**src/rtl/qspi_mem_responder_pkg.sv**
```systemverilog
// qspi_mem_responder_pkg: QSPI command codes, responder states and framing constants shared by the QSPI blocks.
package qspi_mem_responder_pkg;
    typedef enum logic [7:0] {
        QSPI_CMD_READ  = 8'hEB,
        QSPI_CMD_WRITE = 8'h38
    } qspi_cmd_e;
    typedef enum logic [2:0] {
        IDLE,
        CMD,
        ADDR,
        DUMMY,
        READ,
        WRITE,
        IGNORE
    } qspi_resp_state_e;
    localparam int QSPI_CMD_NIBBLES  = 2;
    localparam int QSPI_ADDR_NIBBLES = 6;
endpackage

```
**src/rtl/qspi_mem_responder_pin_sync.sv**
```systemverilog
// qspi_pin_sync: two-flop synchronizer for the QSPI pins plus edge pulses on the synced clock and select.
module qspi_pin_sync (
    input  logic       i_clock,
    input  logic       i_reset,
    input  logic       i_qspi_clk,
    input  logic       i_qspi_select_n,
    input  logic [3:0] i_qspi_data_in,
    output logic       o_clk_rise,
    output logic       o_clk_fall,
    output logic       o_sel_fall,
    output logic       o_sel_n,
    output logic [3:0] o_data
);
    logic [1:0] r_clk_s, r_sel_s;
    logic [3:0] r_data_s0, r_data_s1;
    logic       r_clk_d, r_sel_d;
    // Select resets low so a select held low across reset never looks like a fresh falling edge.
    always_ff @(posedge i_clock) begin
        if (i_reset) begin
            r_clk_s   <= '0;
            r_sel_s   <= '0;
            r_data_s0 <= '0;
            r_data_s1 <= '0;
            r_clk_d   <= 1'b0;
            r_sel_d   <= 1'b0;
        end else begin
            r_clk_s   <= {r_clk_s[0], i_qspi_clk};
            r_sel_s   <= {r_sel_s[0], i_qspi_select_n};
            r_data_s0 <= i_qspi_data_in;
            r_data_s1 <= r_data_s0;
            r_clk_d   <= r_clk_s[1];
            r_sel_d   <= r_sel_s[1];
        end
    end
    assign o_clk_rise = r_clk_s[1] & ~r_clk_d;
    assign o_clk_fall = ~r_clk_s[1] & r_clk_d;
    assign o_sel_fall = ~r_sel_s[1] & r_sel_d;
    assign o_sel_n    = r_sel_s[1];
    assign o_data     = r_data_s1;
endmodule

```
**src/rtl/qspi_mem_responder.sv**
```systemverilog
// qspi_mem_responder: quad-SPI target decoding command/address nibbles and serving a byte-wide memory port.
module qspi_mem_responder
    import qspi_mem_responder_pkg::*;
#(
    parameter int ADDRESS_WIDTH = 16,
    parameter int DUMMY_CYCLES  = 4,
    parameter bit READ_ONLY     = 1'b0
) (
    input  logic                     i_clock,
    input  logic                     i_reset,
    input  logic                     i_qspi_clk,
    input  logic                     i_qspi_select_n,
    input  logic [3:0]               i_qspi_data_in,
    output logic [3:0]               o_qspi_data_out,
    output logic                     o_qspi_data_oe,
    output logic [ADDRESS_WIDTH-1:0] o_mem_addr,
    output logic [7:0]               o_mem_wdata,
    output logic                     o_mem_we,
    output logic                     o_mem_re,
    input  logic [7:0]               i_mem_rdata
);
    logic                     w_clk_rise, w_clk_fall, w_sel_fall, w_sel_n, w_drive_hi;
    logic [3:0]               w_data;
    logic [7:0]               w_cmd;
    logic [ADDRESS_WIDTH-1:0] w_addr_next;
    qspi_resp_state_e         r_state;
    logic [7:0]               r_cnt;
    logic [3:0]               r_cmd_hi, r_wr_hi, r_cur_lo;
    logic [ADDRESS_WIDTH-1:0] r_addr_sh;
    logic [7:0]               r_prefetch;
    logic                     r_is_read, r_nib_lo, r_half, r_re_d, r_wr_inc;

    qspi_pin_sync u_sync (
        .i_clock         (i_clock),
        .i_reset         (i_reset),
        .i_qspi_clk      (i_qspi_clk),
        .i_qspi_select_n (i_qspi_select_n),
        .i_qspi_data_in  (i_qspi_data_in),
        .o_clk_rise      (w_clk_rise),
        .o_clk_fall      (w_clk_fall),
        .o_sel_fall      (w_sel_fall),
        .o_sel_n         (w_sel_n),
        .o_data          (w_data)
    );

    assign w_cmd       = {r_cmd_hi, w_data};
    assign w_addr_next = ADDRESS_WIDTH'({r_addr_sh, w_data});
    // High nibble goes out on the fall ending the dummy phase and on every other fall in READ.
    assign w_drive_hi  = w_clk_fall && !w_sel_n &&
                         ((r_state == DUMMY && r_cnt == 8'(DUMMY_CYCLES)) || (r_state == READ && !r_nib_lo));

    always_ff @(posedge i_clock) begin
        if (i_reset) begin
            r_state         <= IDLE;
            r_cnt           <= '0;
            r_cmd_hi        <= '0;
            r_wr_hi         <= '0;
            r_cur_lo        <= '0;
            r_addr_sh       <= '0;
            r_prefetch      <= '0;
            r_is_read       <= 1'b0;
            r_nib_lo        <= 1'b0;
            r_half          <= 1'b0;
            r_re_d          <= 1'b0;
            r_wr_inc        <= 1'b0;
            o_qspi_data_out <= '0;
            o_qspi_data_oe  <= 1'b0;
            o_mem_addr      <= '0;
            o_mem_wdata     <= '0;
            o_mem_we        <= 1'b0;
            o_mem_re        <= 1'b0;
        end else begin
            o_mem_we <= 1'b0;
            o_mem_re <= 1'b0;
            r_re_d   <= o_mem_re;
            r_wr_inc <= 1'b0;
            if (r_re_d) r_prefetch <= i_mem_rdata;
            if (r_wr_inc) o_mem_addr <= o_mem_addr + ADDRESS_WIDTH'(1);
            if (r_state != IDLE && w_sel_n) begin
                r_state        <= IDLE;
                r_half         <= 1'b0;
                o_qspi_data_oe <= 1'b0;
            end else begin
                case (r_state)
                    IDLE: if (w_sel_fall) begin
                        r_state   <= CMD;
                        r_cnt     <= '0;
                        r_half    <= 1'b0;
                        r_addr_sh <= '0;
                    end
                    CMD: if (w_clk_rise) begin
                        r_cmd_hi <= w_data;
                        r_cnt    <= r_cnt + 8'd1;
                        if (r_cnt == 8'(QSPI_CMD_NIBBLES - 1)) begin
                            r_cnt     <= '0;
                            r_is_read <= (w_cmd == QSPI_CMD_READ);
                            r_state   <= (w_cmd == QSPI_CMD_READ || w_cmd == QSPI_CMD_WRITE) ? ADDR : IGNORE;
                        end
                    end
                    ADDR: if (w_clk_rise) begin
                        r_addr_sh <= w_addr_next;
                        r_cnt     <= r_cnt + 8'd1;
                        if (r_cnt == 8'(QSPI_ADDR_NIBBLES - 1)) begin
                            r_cnt      <= '0;
                            o_mem_addr <= w_addr_next;
                            o_mem_re   <= r_is_read;
                            r_state    <= r_is_read ? DUMMY : WRITE;
                        end
                    end
                    DUMMY: begin
                        if (w_clk_rise) r_cnt <= r_cnt + 8'd1;
                        if (w_drive_hi) r_state <= READ;
                    end
                    READ: if (w_clk_fall && r_nib_lo) begin
                        o_qspi_data_out <= r_cur_lo;
                        r_nib_lo        <= 1'b0;
                    end
                    WRITE: if (w_clk_rise) begin
                        r_half <= !r_half;
                        if (!r_half) r_wr_hi <= w_data;
                        else begin
                            o_mem_wdata <= {r_wr_hi, w_data};
                            o_mem_we    <= ~READ_ONLY;
                            r_wr_inc    <= 1'b1;
                        end
                    end
                    default: ;
                endcase
                if (w_drive_hi) begin
                    o_qspi_data_oe  <= 1'b1;
                    o_qspi_data_out <= r_prefetch[7:4];
                    r_cur_lo        <= r_prefetch[3:0];
                    r_nib_lo        <= 1'b1;
                    o_mem_addr      <= o_mem_addr + ADDRESS_WIDTH'(1);
                    o_mem_re        <= 1'b1;
                end
            end
        end
    end
endmodule

```
**config.mk**
```make
export PLATFORM = sky130hd
export DESIGN_NAME = qspi_mem_responder
export DESIGN_NICKNAME = d
export VERILOG_FILES = /design/src/rtl/qspi_mem_responder_pkg.sv /design/src/rtl/qspi_mem_responder_pin_sync.sv /design/src/rtl/qspi_mem_responder.sv
export SDC_FILE = /design/constraint.sdc
export NUM_CORES = 1
export LEC_CHECK = 0
export CORE_MARGIN = 2
export CORE_UTILIZATION = 40
export CTS_BUF_LIST = sky130_fd_sc_hd__clkbuf_8
export DETAILED_ROUTE_END_ITERATION = 10
export GPL_TIMING_DRIVEN = 0
export HOLD_SLACK_MARGIN = 0.02
export PLACE_DENSITY = 0.57
export SLEW_MARGIN = 20
export SYNTH_ARGS = -nofsm -noshare
export SYNTH_HDL_FRONTEND = slang
export SYNTH_SLANG_ARGS = --single-unit
```
**constraint.sdc**
```tcl
create_clock -name i_clock -period 2.2 [get_ports i_clock]
set_input_delay 0.44 -clock i_clock [delete_from_list [all_inputs] [get_ports i_clock]]
set_output_delay 0.44 -clock i_clock [all_outputs]
set_load 0.01 [all_outputs]
```
Word-level counts from Yosys, hierarchy flattened

Cells that the tools add are included.

Register bits: 92
Latch bits: 0
RAM bits: 0
ROM bits: 0
Output and inout bits: 31
Word-level logic and storage cells: 122
Memories: 0

Add/subtract/negate cells: 2
$mul: 0
Divide/modulo/power cells: 0
$lt $le $gt $ge: 0
Eq/ne operators: 18
Shifts and indexed selects: 0
Multiplexer cells: 39
Bitwise operators: 10
Reduce and logical (&&, ||, !) cells: 30

Operators by type and width:

| cell                  | number |
|---|---|
| $mux 16               | 6 |
| $mux 8                | 6 |
| $pmux 8 s4            | 1 |
| $mux 12               | 2 |
| $mux 3                | 8 |
| $pmux 12 s2           | 1 |
| $add 16x1->16 const B | 1 |
| $eq 8x3->1 const B    | 2 |
| $reduce_and 4->1      | 4 |
| $mux 4                | 3 |
| $pmux 3 s4            | 1 |
| $mux 1                | 10 |
| $ne 2x1->1 const B    | 5 |
| $reduce_and 3->1      | 3 |
| $add 8x1->8 const B   | 1 |
| $eq 8x1->1 const B    | 1 |
| $eq 8x6->1 const B    | 1 |
| $eq 8x8->1 const B    | 1 |
| $reduce_bool 2->1     | 4 |
| $not 1->1             | 7 |
| $reduce_and 7->1      | 1 |
| $eq 3x2->1 const B    | 2 |
| $eq 3x3->1 const B    | 2 |
| $logic_and 1x1->1     | 6 |
| other kinds (13)      | 20 |

Logic depth before layout (Yosys ltp)

Gate-level depths: netlist of run 1.

Depth after elaboration: 7
Depth in mapped cells: 9
Mapped depth without buffers: 7

Modules after synthesis

Synthesis of run 1 repeated with hierarchy kept, for this count alone.

Cells, all modules: 506
Area total of the unflattened synthesis: 4380.5 um^2

Modules (own cells, without submodules):

| module             | times used | cells each | area an instance (um^2) |
|---|---|---|---|
| qspi_mem_responder | 1          | 474        | 3953.8 |
| qspi_pin_sync      | 1          | 32         | 426.7 |

Worst setup path before layout of run 1

No wires, ideal clock.

Path type: register to register
Start: register r_cnt[0]
End: register o_mem_addr[0]
Setup time: 0.103 ns
Arrival: 1.657 ns
Required time: 2.097 ns
Slack: 0.440 ns
Cell stages (with the launch flop): 9
Clock period less this slack: 1.760 ns
Path through: dfxtp_1 inv_1 ha_1 and4bb_2 nand4_4 and2_1 buf_4 o21ai_1 a2111oi_2

Cells in the longest elaborated chain, start to end: 6
Elaborated cells between the ends (all ways): 10

RTL lines:

| what                                         | RTL line                                            | RTL |
|---|---|---|
| start: declaration                           | qspi_mem_responder.sv:27                            | `logic [7:0] r_cnt;` |
| start signal: assignment                     | qspi_mem_responder.sv:93                            | `r_cnt <= r_cnt + 8'd1;` |
| start signal: assignment                     | qspi_mem_responder.sv:102                           | `r_cnt <= r_cnt + 8'd1;` |
| start signal: assignment                     | qspi_mem_responder.sv:111                           | `if (w_clk_rise) r_cnt <= r_cnt + 8'd1;` |
| $eq 8x3->1, on equally long branches         | qspi_mem_responder.sv:103, qspi_mem_responder.sv:50 |  |
| $mux 16 or $logic_and 1x1->1 (tied branches) | qspi_mem_responder.sv:103, qspi_mem_responder.sv:50 |  |
| $mux 16 or $logic_or 1x1->1 (tied branches)  | qspi_mem_responder.sv:100, qspi_mem_responder.sv:50 |  |
| $mux 16 or $logic_and 1x1->1 (tied branches) | qspi_mem_responder.sv:84, qspi_mem_responder.sv:49  |  |
| $mux 16 (*)                                  | qspi_mem_responder.sv:129                           | `if (w_drive_hi) begin` |
| $mux 16 (*)                                  | qspi_mem_responder.sv:79                            | `if (r_state != IDLE && w_sel_n) begin` |
| end signal: assignment                       | qspi_mem_responder.sv:78                            | `if (r_wr_inc) o_mem_addr <= o_mem_addr + ADDRESS_WIDTH'(1);` |
| end signal: assignment                       | qspi_mem_responder.sv:105                           | `o_mem_addr <= w_addr_next;` |
| end signal: assignment                       | qspi_mem_responder.sv:134                           | `o_mem_addr <= o_mem_addr + ADDRESS_WIDTH'(1);` |
| end: declaration                             | qspi_mem_responder.sv:16                            | `output logic [ADDRESS_WIDTH-1:0] o_mem_addr,` |

Every way passes the cells marked *; elsewhere a longest branch is shown, timed or not.
A chain may end at the register's enable or synchronous reset.

Worst setup path after layout of run 1

Start: register r_state[0]
End: register o_mem_addr[14]

Cells in the longest elaborated chain, start to end: 6
Elaborated cells between the ends (all ways): 12

RTL lines:

| what                                     | RTL line                  | RTL |
|---|---|---|
| start: declaration                       | qspi_mem_responder.sv:26  | `qspi_resp_state_e r_state;` |
| start signal: assignment                 | qspi_mem_responder.sv:97  | `r_state <= (w_cmd == QSPI_CMD_READ \|\| w_cmd == QSPI_CMD_WRITE) ? ADDR : IGNORE;` |
| start signal: assignment                 | qspi_mem_responder.sv:107 | `r_state <= r_is_read ? DUMMY : WRITE;` |
| $eq 3x2->1 or $eq 3x3->1 (tied branches) | qspi_mem_responder.sv:50  | `((r_state == DUMMY && r_cnt == 8'(DUMMY_CYCLES)) \|\| (r_state == READ && !r_nib_lo));` |
| $logic_and 1x1->1                        | qspi_mem_responder.sv:50  |  |
| $logic_or 1x1->1                         | qspi_mem_responder.sv:50  |  |
| $logic_and 1x1->1                        | qspi_mem_responder.sv:49  | `assign w_drive_hi = w_clk_fall && !w_sel_n &&` |
| $mux 16                                  | qspi_mem_responder.sv:129 |  |
| $mux 16 (*)                              | qspi_mem_responder.sv:79  |  |

Marks and branches as above.

==> results.py, run 1 <==
metrics = {
    "outcome": {
        "outcome": "finished clean",
    },
    "timing": {
        "max_freq_mhz": 490,
        "tns_ns": 0,
        "max_slew_margin_pct": 54.1,
        "setup_viol": 0,
        "tightest_slew_ns": 0.688,
        "report.final.hold_viol_count": 0,
        "setup_slack_ns": 0.160,
        "timing.final.crit_share_pct": 92.7,
        "rsz0062_at_grt": "no",
        "final-max-slew-violation-count": 0,
        "fin_skew_ns": 0.0136,
        "period_needed_ns": 2.04,
        "holdWs_ns": 0.440,
    },
    "floorplan": {
        "die_area_um2": 12400,
        "initial_core_util_pct": 40.7,
        "pin_count": 47,
        "fp.dieW_um": 111,
        "core_um2": 11300,
        "rows": 39,
        "die_y_um": 111,
    },
    "layout": {
        "final_common_cell": "dfxtp_1",
        "drive_gt1_share_pct": 12.0,
        "diodes": 0,
        "finalInstanceArea_um2": 5440,
        "syn2layout_area_growth_pct": 18.1,
        "mostFrequentLayoutCells": "dfxtp_1 (92), nor2_1 (59), clkdlybuf4s50_1 (45)",
        "fin_nets": 600,
    },
    "setup_path": {
        "r2r-end": "o_mem_addr[14]",
        "cp.arrival_ns": 2.29,
        "cp_cell_sequence": "buf_2 -> o31ai_1 -> clkbuf_2 -> nand2_2 -> o21bai_1 -> a221oi_1",
        "critPathSlowestCell": "o31ai_1",
        "path_class": "reg2reg",
        "start_kind": "register",
        "crit_path_end_kind": "register",
        "reg2regPathDepth": 6,
        "required_ns": 2.45,
        "cpPeakStageDelay_ns": 0.48,
        "startpoint": "r_state[0]",
        "cp_max_fo": 10,
        "r2r_start": "r_state[0]",
        "rrSetupSlack_ns": 0.16,
    },
    "logic_synthesis": {
        "netlist_area_um2": 4600,
        "synthDominantCellAreaShare_pct": 40.0,
        "mappedNetlistNets": 544,
        "muxShareOfSynthArea_pct": 5.33,
        "synth_xor_xnor_area_share_pct": 5.14,
        "synth-seq-cells": 92,
        "ys.flop_type": "dfxtp_1",
        "synthArstFlopShare_pct": 0,
        "synth-edff-count": 0,
        "synth_top_area_cell": "dfxtp_1",
        "synth_fa_ha_area_share_pct": 1.09,
        "synth-simple-area-share_pct": 27.3,
        "avgSynthCellArea_um2": 8.79,
        "synth-compound-area-share_pct": 15.3,
        "syn_inst": 524,
        "synth_top_family_by_area": "simple AND/OR/NAND/NOR gates",
        "synth.distinct_cells": 70,
        "synth-seq-area-share_pct": 40.0,
        "synth_warnings": 0,
        "synth.area.top_cells": "dfxtp_1 (40%), nor2_1 (4.8%), mux2i_1 (4.8%)",
    },
    "clock_tree": {
        "cts_buffer_depth": 2,
        "numClockSinks": 92,
        "cts_hold_buf": 0,
        "cts_buffers": 9,
        "htree_levels": 3,
        "clk_latency_ns": 0.37,
        "cts-root-buf": "clkbuf_8",
        "clk_pin_slew_ns": 0.09,
        "cts_tree": "yes",
    },
    "placement": {
        "place_congestion": 0.847,
        "post-place-ws_ns": 0.0171,
        "hpwl_mm": 8.52,
        "numPortBuffers": 45,
        "place_area_um2": 5230,
    },
    "routing": {
        "drt_iter0_markers": 276,
        "vias_per_cell": 5.36,
        "drt.antenna.violating_nets": 0,
        "routedWlPerCell_um": 16.4,
        "first_pass_iters": 4,
        "wirelength_mm": 12.0,
        "vias": 3904,
        "drc": 0,
    },
    "power": {
        "power.ir.vdd_worst_mv": 0.348,
        "cellLeakagePower_uw": 0.00189,
        "finalPower_uw": 2890,
        "power_density_nw_per_um2": 532,
    },
    "min_path": {
        "min_to": "u_sync.r_clk_s[1]",
        "holdCritPathClass": "reg2reg",
        "min_path_cells": 1,
        "min_from": "u_sync.r_clk_s[0]",
    },
    "global_route": {
        "grt_overflow_total": 0,
        "grt_start_max_net_pins": 17,
        "grt.total_usage_pct": 20.1,
        "grt_pass1_wl_mm": 20.0,
        "antenna_found_initial": 0,
        "grt_pass1_vias": 3871,
    },
    "run": {
        "max_cap_viol_count": 0,
    },
}
## worst max path at each step
stage / to / depth (start not counted) / slack, ns
after CTS: o_mem_addr[14] / 6 / 0.003
after global routing: o_mem_addr[14] / 6 / 0.008
after global placement: o_mem_addr[14] / 6 / -0.02
after floorplan: o_mem_addr[0] / 8 / 0.44
after detailed placement: o_mem_addr[14] / 6 / 0.02
final: o_mem_addr[14] / 6 / 0.16
## cell usage after synthesis (8+ instances only)
library cell  instances
inv_1                15
a22oi_1               8
nor2_1               59
o21ai_0              17
nand2_1              38
buf_2                11
a21oi_1              40
nor2b_1              18
nand3_1              31
xnor2_1              17
dfxtp_1              92
xor2_1               10
nor4_1                8
nor3_1                9
clkbuf_1             11
mux2i_1              22
## worst max-delay path: cells and delay by family, from the launching register on
| family | cells | cell delay, ns |
|---|---|---|
| and+or+nand+nor | 1 | 0.21 |
| AOI/OAI and AO/OA | 3 | 0.77 |
| DFF | 1 | 0.38 |
| buffers and inverters | 2 | 0.55 |
## kinds of logic after synthesis
logic type                 after synthesis
xor gates and xnor gates                27
and+or+nand+nor                        217
adders and majority gates                4
muxes                                   24
DFF                                     92
AOI/OAI and AO/OA                      110
buffers and inverters                   50
## metal layers
metal	track usage, %	up-vias	part of all wire (%)
li1	-	1970	-
met1	27.6	1846	49
met2	31.2	76	46
met4	8.31	0	1.1
met5	0	-	0
met3	3.77	12	3.9
## power by group
group / switching (µW) / internal (µW)
Sequential: 14.0 / 1680
Clock: 630 / 452
Combinational: 70.2 / 52.0
Total: 715 / 2180
## repair_timing
action | 4_1_cts | 5_1_grt
buffers inserted | 0 | 0
setup endpoints to repair | 0 | 15
gates resized for setup | 0 | 7
## flip-flops by register name, indices dropped and copies added, names as in the netlist, 2 cells and up
register / flops
r_addr_sh: 12
o_mem_addr: 16
u_sync.r_sel_s: 2
o_mem_wdata: 8
r_prefetch: 8
r_cnt: 8
o_qspi_data_out: 4
u_sync.r_data_s0: 4
r_state: 3
r_cur_lo: 4
r_cmd_hi: 4
r_wr_hi: 4
u_sync.r_clk_s: 2
u_sync.o_data: 4
## stage by stage
stage | util [%] | std cells
after floorplan | - | 524
after global placement | 46.2 | 712
after detailed placement | 46.2 | 712
after CTS | 47.9 | 728
after global routing | 48.0 | 728
final | 48.0 | 728
## layout make-up
type | instances | area, µm²
Fill cell | 1158 | 5880
Multi-Input combinational cell | 382 | 2510
Sequential cell | 92 | 1840
Timing Repair Buffer | 45 | 450
Buffer | 35 | 218
Tap cell | 143 | 179
Clock buffer | 10 | 138
Inverter | 15 | 56.3
Clock inverter | 6 | 46.3
No activity file was read; power rests on OpenSTA's default activity.
==> inputs of run 2 (changes only) <==
--- a/config.mk
+++ b/config.mk
@@ -8,7 +8,9 @@
 export CORE_MARGIN = 2
 export CORE_UTILIZATION = 40
 export CTS_BUF_LIST = sky130_fd_sc_hd__clkbuf_8
+export CTS_CLUSTER_DIAMETER = 150
 export DETAILED_ROUTE_END_ITERATION = 10
+export GPL_ROUTABILITY_DRIVEN = 0
 export GPL_TIMING_DRIVEN = 0
 export HOLD_SLACK_MARGIN = 0.02
 export PLACE_DENSITY = 0.57
==> results of run 2 <==
Final layout, timing and power as in run 1 (identical DEF).
